==> config.mk <==
export PLATFORM = sky130hd
export DESIGN_NAME = irq_ctrl
export DESIGN_NICKNAME = d
export VERILOG_FILES = /design/src/rtl/irq_ctrl.sv
export SDC_FILE = /design/constraint.sdc
export NUM_CORES = 1
export LEC_CHECK = 0
export CELL_PAD_IN_SITES_DETAIL_PLACEMENT = 1
export CELL_PAD_IN_SITES_GLOBAL_PLACEMENT = 2
export CORE_ASPECT_RATIO = 1.75
export CORE_MARGIN = 3
export CORE_UTILIZATION = 27
export DETAILED_ROUTE_END_ITERATION = 10
export HOLD_SLACK_MARGIN = 0.02
export PLACE_DENSITY_LB_ADDON = 0.1
export SYNTH_ARGS = -nofsm -noshare
export SYNTH_HDL_FRONTEND = slang
export SYNTH_SLANG_ARGS = --single-unit
==> constraint.sdc <==
create_clock -name i_CLK -period 1.9 [get_ports i_CLK]
set_clock_uncertainty 0.15 [all_clocks]
set_input_delay 0.38 -clock i_CLK [delete_from_list [all_inputs] [get_ports i_CLK]]
set_output_delay 0.38 -clock i_CLK [all_outputs]
set_load 0.03 [all_outputs]
==> src/rtl/irq_ctrl.sv <==
// Platform interrupt controller: per-source sync, polarity, level/edge pending,
// masked MEI outputs, and a small register port with a registered acknowledge.
module irq_ctrl #(
    parameter int N_SRC = 6
) (
    input  logic             i_CLK,
    input  logic             i_RST,
    input  logic [N_SRC-1:0] i_SRC,
    input  logic             i_WE,
    input  logic             i_RE,
    input  logic [4:0]       i_ADDR,
    input  logic [31:0]      i_WDATA,
    output logic [31:0]      o_RDATA,
    output logic             o_ACK,
    output logic [5:0]       o_MEI,
    output logic             o_IRQ_ANY
);

    localparam logic [5:0] SRC_MASK = 6'((7'd1 << N_SRC) - 7'd1);

    localparam logic [4:0] ADDR_PENDING  = 5'h00;
    localparam logic [4:0] ADDR_ENABLE   = 5'h04;
    localparam logic [4:0] ADDR_EDGE     = 5'h08;
    localparam logic [4:0] ADDR_POLARITY = 5'h0C;
    localparam logic [4:0] ADDR_RAW      = 5'h10;

    logic [5:0]  sync1_q, sync1_d;
    logic [5:0]  sync2_q, sync2_d;
    logic [5:0]  act_prev_q, act_prev_d;
    logic [5:0]  pending_q, pending_d;
    logic [5:0]  enable_q, enable_d;
    logic [5:0]  edge_q, edge_d;
    logic [5:0]  pol_q, pol_d;
    logic [31:0] rdata_q, rdata_d;
    logic        ack_q, ack_d;

    logic [5:0]  src_ext;
    logic [5:0]  active;
    logic [5:0]  edge_set;
    logic [5:0]  w1c;
    logic [5:0]  wdata_m;

    // Only the low bits of the write data carry register contents.
    logic unused_wdata;
    assign unused_wdata = ^i_WDATA[31:6];

    always_comb begin
        src_ext = '0;
        src_ext[N_SRC-1:0] = i_SRC;
        wdata_m = i_WDATA[5:0] & SRC_MASK;

        sync1_d    = src_ext;
        sync2_d    = sync1_q;
        active     = sync2_q ^ pol_q;
        act_prev_d = active;
        edge_set   = active & ~act_prev_q;

        w1c = (i_WE && i_ADDR == ADDR_PENDING) ? wdata_m : '0;
        // Edge sources: a new edge wins over a same-cycle clear. Level sources follow active.
        pending_d = ((edge_set | (pending_q & ~w1c)) & edge_q) | (active & ~edge_q);

        enable_d = (i_WE && i_ADDR == ADDR_ENABLE)   ? wdata_m : enable_q;
        edge_d   = (i_WE && i_ADDR == ADDR_EDGE)     ? wdata_m : edge_q;
        pol_d    = (i_WE && i_ADDR == ADDR_POLARITY) ? wdata_m : pol_q;

        rdata_d = '0;
        if (i_RE && !i_WE) begin
            case (i_ADDR)
                ADDR_PENDING:  rdata_d = {26'd0, pending_q};
                ADDR_ENABLE:   rdata_d = {26'd0, enable_q};
                ADDR_EDGE:     rdata_d = {26'd0, edge_q};
                ADDR_POLARITY: rdata_d = {26'd0, pol_q};
                ADDR_RAW:      rdata_d = {26'd0, sync2_q};
                default:       rdata_d = '0;
            endcase
        end
        ack_d = i_WE | i_RE;
    end

    always_ff @(posedge i_CLK or posedge i_RST) begin
        if (i_RST) begin
            sync1_q    <= '0;
            sync2_q    <= '0;
            act_prev_q <= '0;
            pending_q  <= '0;
            enable_q   <= '0;
            edge_q     <= '0;
            pol_q      <= '0;
            rdata_q    <= '0;
            ack_q      <= 1'b0;
        end else begin
            sync1_q    <= sync1_d;
            sync2_q    <= sync2_d;
            act_prev_q <= act_prev_d;
            pending_q  <= pending_d;
            enable_q   <= enable_d;
            edge_q     <= edge_d;
            pol_q      <= pol_d;
            rdata_q    <= rdata_d;
            ack_q      <= ack_d;
        end
    end

    assign o_MEI     = pending_q & enable_q;
    assign o_IRQ_ANY = |o_MEI;
    assign o_RDATA   = rdata_q;
    assign o_ACK     = ack_q;

endmodule

==> results of run 1 <==
[cells by family (layout without fill, tap and decap cells)]
family,Yosys count,after routing,synth area share [%]
mux,30,30,15.3
compound gates,19,19,6.88
simple gates,39,39,9.93
other cells,1,26,0.166
buf+inv,34,85,11.0
xor+xnor,6,6,2.33
flops,49,49,54.4
[state kept, by name, summed over array words and instances, names as in the netlist]
| name | count |
|---|---|
| act_prev_q | 6 |
| edge_q | 6 |
| enable_q | 6 |
| o_RDATA | 6 |
| pending_q | 6 |
| pol_q | 6 |
| sync1_q | 6 |
| sync2_q | 6 |
| o_ACK | 1 |
[routing by layer]
metal / vias to the layer above / GRT usage (%) / share of wire, %
met2: 30 / 25.1 / 58
met5: - / 0 / 0
met3: 8 / 2.93 / 3.1
met1: 793 / 15.3 / 36
li1: 718 / - / -
met4: 0 / 5.97 / 2.4
[critical path, delay by kind of cell, from the launching register on]
| family | cells | cell delay [ns] |
|---|---|---|
| AND/OR/NAND/NOR | 3 | 0.89 |
| flip-flops | 1 | 0.39 |
| buffers and inverters | 1 | 0.15 |
[placed cells by master, fill, tap and decap left out, types with 2 or more instances in the layout]
| cell | synthesis | routed |
|---|---|---|
| buf_4 | 26 | 43 |
| mux2_4 | 6 | 6 |
| conb_1 | 1 | 26 |
| and2_1 | 6 | 2 |
| xor2_1 | 6 | 6 |
| mux2_2 | 12 | 12 |
| or2_4 | 0 | 2 |
| and2_4 | 0 | 4 |
| mux2i_1 | 12 | 12 |
| clkdlybuf4s50_1 | 0 | 22 |
| nor4_1 | 2 | 2 |
| clkbuf_16 | 0 | 5 |
| a21oi_1 | 6 | 6 |
| nand2_1 | 8 | 8 |
| a32o_1 | 6 | 6 |
| dlygate4sd2_1 | 0 | 5 |
| clkbuf_2 | 0 | 2 |
| nand3_1 | 12 | 12 |
| dfrtp_1 | 49 | 49 |
| o22a_2 | 6 | 6 |
[worst paths after layout]
path / from / to / slack (ns) / depth (start not counted)
max: pending_q[4] / o_IRQ_ANY / -0.36 / 4
min: sync1_q[4] / sync2_q[4] / 0.19 / 0
max reg2reg: enable_q[4] / o_RDATA[4] / 0.65 / 5
min reg2reg: sync1_q[4] / sync2_q[4] / 0.19 / 0
max in group asynchronous: i_RST / o_RDATA[3] / 1.07 / 3
min in group asynchronous: i_RST / sync2_q[4] / 0.30 / 3
[what timing repair did]
| action | in CTS | in global routing |
|---|---|---|
| setup buffers | 0 | 6 |
| endpoints found under the setup margin | 31 | 22 |
| gates resized for setup | 22 | 8 |
| pin swaps | 2 | 6 |
[area by class of cell]
cell class / count / area, um2
clock buffer: 7 / 143
clock inverter: 1 / 30.0
fill: 872 / 4960
inverter: 1 / 3.75
multi-input combinational: 120 / 898
sequential: 49 / 1230
tap: 90 / 113
timing repair buffer: 76 / 646
[power by group]
group          internal, mW  leakage (nW)  switching [mW]  total [mW]
combinational         0.464         0.766           0.394       0.858
clock                 0.658        0.0841           0.394        1.05
sequential             1.21         0.604           0.111        1.32
total                  2.33          1.45           0.899        3.23
[stage by stage]
stage | instances | instance area (um2) | hold WS [ns]
after floorplan | 203 | 2370 | 0.181
after global placement | 330 | 2860 | 0.185
after detailed placement | 330 | 2860 | 0.186
after CTS | 338 | 3030 | 0.201
after global routing | 344 | 3060 | 0.206
final | 344 | 3060 | 0.195
==> run summary, run 1 <==
Avg Cell Area, Syn: 12.7 um2
Total of max-cap violations: 0
Async SR Flop Fraction: 100%
Final-report hold violation count: 0
Die width: 75.1 um
Post-synthesis cell area: 2260 um2
Net count, final: 300
N_diodes: 0
CP endpoint kind: primary output
Post-Route WL: 6230 um
Yosys warnings: 0
Total Routing Usage GR: 14.0%
Vias in the first global route: 1736
Synth top area cells: dfrtp_1 54%, buf_4 8.7%, mux2_2 6.0%
Critical Path Start Type: flop
Failing checks: setup timing
DRC Markers: 0
Critical Path RT: 1.37 ns
PortBufs: 34
Synth-to-layout area growth: 35.6%
Total CTS buffers: 5
H-Tree Depth: 2
Vias: 1549
CTS max path bufs: 2
Final setup fails: 1
Pre-CTS setup slack: -0.596 ns
Final WS setup: -0.356 ns
Hold Buf Count CTS: 0
CTS root buf: clkbuf_16
Power Density: 1060 nW/um2
Post-synth EDFFs: 0
Arrival time at the worst endpoint: 1.73 ns
Post-synth top area cell: dfrtp_1
Clk Latency, worst-skew pair: 0.30 ns
I/O pin count: 87
Layout cells sized above 1: 36.2%
Commonest cells post-synth: 49 x dfrtp_1, 26 x buf_4, 12 x mux2_2, 12 x mux2i_1, 12 x nand3_1
Grt ovf: 0
Status: complete, but fails checks
Tcrit/Tclk final: 119%
DP HPWL: 4640 um
Worst-path clk slew: 0.06 ns
GP Congestion: 0.777
Clock sinks: 49
Final slew viol count: 0
Crit path largest cell delay: 0.48 ns
Core Region: 8020 um2
DR WL/cell: 18.1 um
Top_reg_cell synth: dfrtp_1
Crit-path cells: and2_4, or2_4, or4_4, buf_6
Total power: 3.23 mW
Initial antenna violation count: 0
Slowest stage cell, crit path: or4_4
CP max FO: 2
Drt pass-1 iters: 4
Most common cell in the netlist: dfrtp_1
Die Y: 127 um
Crit Path Class: reg2out
Die area: 9530 um2
Final Critical Period: 2.26 ns
Worst vdd ir: 0.342 mV
Rows: 43
Highest Clock Rate: 443 MHz
Layout Utilization: 38.2%
Worst min path class: reg2reg
First-pass GRT wire length: 9590 um
Number of synthesized register bits: 49
Syn Inst Count: 178
Static Leak: 1.45 nW
Initial drt markers: 78
Post-synth top area share: 54.4%
Starting Density: 28.1%
Setup tns final: -0.356 ns
Post-synthesis sequential area ratio: 54.4%
CTS tree: done
ANT nets after route: 0
Largest net degree at the start of global routing: 50
Via-per-instance ratio: 4.50
Count of different cell masters after synthesis: 26
RSZ-0062 raised after global routing: yes
Power figures use the tool's default switching activity.
==> run 2, diff against run 1 <==
--- a/config.mk
+++ b/config.mk
@@ -8,7 +8,6 @@
 export CELL_PAD_IN_SITES_DETAIL_PLACEMENT = 1
 export CELL_PAD_IN_SITES_GLOBAL_PLACEMENT = 2
 export CORE_ASPECT_RATIO = 1.75
-export CORE_MARGIN = 3
 export CORE_UTILIZATION = 27
 export DETAILED_ROUTE_END_ITERATION = 10
 export HOLD_SLACK_MARGIN = 0.02
==> run 2 against run 1 <==
Compared with the run above: the run ends with DRC, setup timing left; non-clock buffer count down 3; setup slack improved by 0.0086 ns; sequential share of layout area grew 0.70 points; sequential cell count unchanged; critical path type unchanged; critical endpoint unchanged; largest power group unchanged.
==> run summary, run 2 (synthesis gave the netlist of run 1 again) <==
Status: complete, but fails checks (unchanged)
Failing checks: DRC, setup timing (was setup timing)
H-Tree Depth: 2 (unchanged)
DRC Markers: 2 (was 0)
Area after DPL: 2860 um2 (about the same)
Final Critical Period: 2.25 ns (was 2.26 ns)
CP max FO: 2 (unchanged)
Final setup fails: 1 (unchanged)
Highest Clock Rate: 445 MHz (was 443 MHz)
DR WL/cell: 18.3 um (was 18.1 um)
Critical Path RT: 1.37 ns (about the same)
Synth-to-layout area growth: 33.3% (was 35.6%)
Final WS setup: -0.347 ns (was -0.356 ns)
Total CTS buffers: 5 (unchanged)
CP endpoint kind: primary output (unchanged)
Static Leak: 1.42 nW (was 1.45 nW)
Final-report hold violation count: 0 (unchanged)
Die Y: 123 um (was 127 um)
Layout Utilization: 37.5% (was 38.2%)
DP HPWL: 4550 um (was 4640 um)
Worst-path clk slew: 0.06 ns (about the same)
Initial drt markers: 44 (was 78)
CTS root buf: clkbuf_16 (unchanged)
Total of max-cap violations: 0 (unchanged)
Final slew viol count: 0 (unchanged)
Hold Buf Count CTS: 0 (unchanged)
WP buf/inv: 1 (unchanged)
ANT nets after route: 0 (unchanged)
Clk Latency, worst-skew pair: 0.28 ns (was 0.30 ns)
Vias in the first global route: 1796 (was 1736)
Core Region: 8020 um2 (unchanged)
Total Routing Usage GR: 15.4% (was 14.0%)
Grt ovf: 0 (unchanged)
Critical Path Start Type: flop (unchanged)
Arrival time at the worst endpoint: 1.72 ns (was 1.73 ns)
Starting Density: 28.1% (unchanged)
Crit Path Class: reg2out (unchanged)
I/O pin count: 87 (unchanged)
Layout cells sized above 1: 34.9% (was 36.2%)
Die area: 8740 um2 (was 9530 um2)
Rows: 43 (unchanged)
Tcrit/Tclk final: 118% (was 119%)
Crit path largest cell delay: 0.48 ns (about the same)
Vias: 1579 (was 1549)
Most frequent cells in the layout: 49 x dfrtp_1, 37 x buf_4, 26 x conb_1 (was 49 x dfrtp_1, 43 x buf_4, 26 x conb_1)
GP Congestion: 0.750 (was 0.777)
N_diodes: 0 (unchanged)
First-pass GRT wire length: 9830 um (was 9590 um)
RSZ-0062 raised after global routing: yes (unchanged)
CTS max path bufs: 2 (unchanged)
Net count, final: 297 (was 300)
Die width: 71.1 um (was 75.1 um)
Largest net degree at the start of global routing: 50 (unchanged)
Crit-path cells: and2_4, or2_4, or4_4, buf_6 (unchanged)
CP delay by family, top: simple AND/OR/NAND/NOR gates (unchanged)
Commonest non-fill, non-tap cell in the layout: dfrtp_1 (unchanged)
Clock sinks: 49 (unchanged)
PortBufs: 34 (unchanged)
Via-per-instance ratio: 4.66 (was 4.50)
Initial antenna violation count: 0 (unchanged)
Post-Route WL: 6190 um (was 6230 um)
Slowest stage cell, crit path: or4_4 (unchanged)
Power Density: 994 nW/um2 (was 1060 nW/um2)
Worst min path class: reg2reg (unchanged)
Pre-CTS setup slack: -0.617 ns (was -0.596 ns)
Worst vdd ir: 0.421 mV (was 0.342 mV)
Design area: 3010 um2 (was 3060 um2)
CTS tree: done (unchanged)
Drt pass-1 iters: 9 (was 4)
Total power: 2.99 mW (was 3.23 mW)
==> run 2: final timing paths <==
check | slack [ns] | end | depth (start not counted) | startpoint
min in group asynchronous | 0.31 | sync1_q[2] | 3 | i_RST
max in group asynchronous | 1.05 | edge_q[5] | 3 | i_RST
hold reg to reg | 0.20 | sync2_q[3] | 0 | sync1_q[3]
setup reg to reg | 0.54 | o_RDATA[3] | 6 | pending_q[3]
setup / recovery | -0.35 | o_IRQ_ANY | 4 | pending_q[3]
hold / removal | 0.20 | sync2_q[3] | 0 | sync1_q[3]
==> run 2: cell type report <==
class | count | area [um2]
multi-input cells | 120 | 905
clock inverters | 1 | 5.00
clock buffers | 5 | 125
repair buffers | 73 | 629
flip-flops and latches | 49 | 1230
well taps | 90 | 113
fillers | 875 | 5010
inverters | 1 | 3.75
==> run 2: routing by layer <==
metal	part of all wire (%)	track usage (%)	vias up
met4	1.9	5.88	0
met2	58	29.8	32
met5	0	0	-
met3	2.7	2.44	9
met1	37	16.3	827
li1	-	-	711
==> run 2: per-stage QoR <==
step                      setup TNS (ns)  std cells  hold WS [ns]
after floorplan                    -3.27        203         0.181
after global placement            -13.85        331         0.184
after detailed placement          -14.36        331         0.190
after CTS                         -0.352        338         0.205
after global routing              -0.374        339         0.205
final                             -0.347        339         0.201
==> run 2: where the power goes <==
part / total, mW / internal [mW] / switching [mW]
clock network: 0.830 / 0.471 / 0.359
logic: 0.833 / 0.440 / 0.393
registers: 1.33 / 1.21 / 0.116
==> run 2: repair_timing <==
item	4_1_cts	5_1_grt
resized for setup	22	8
buffers inserted	1	1
pin swaps	3	2
setup endpoints to repair	31	22
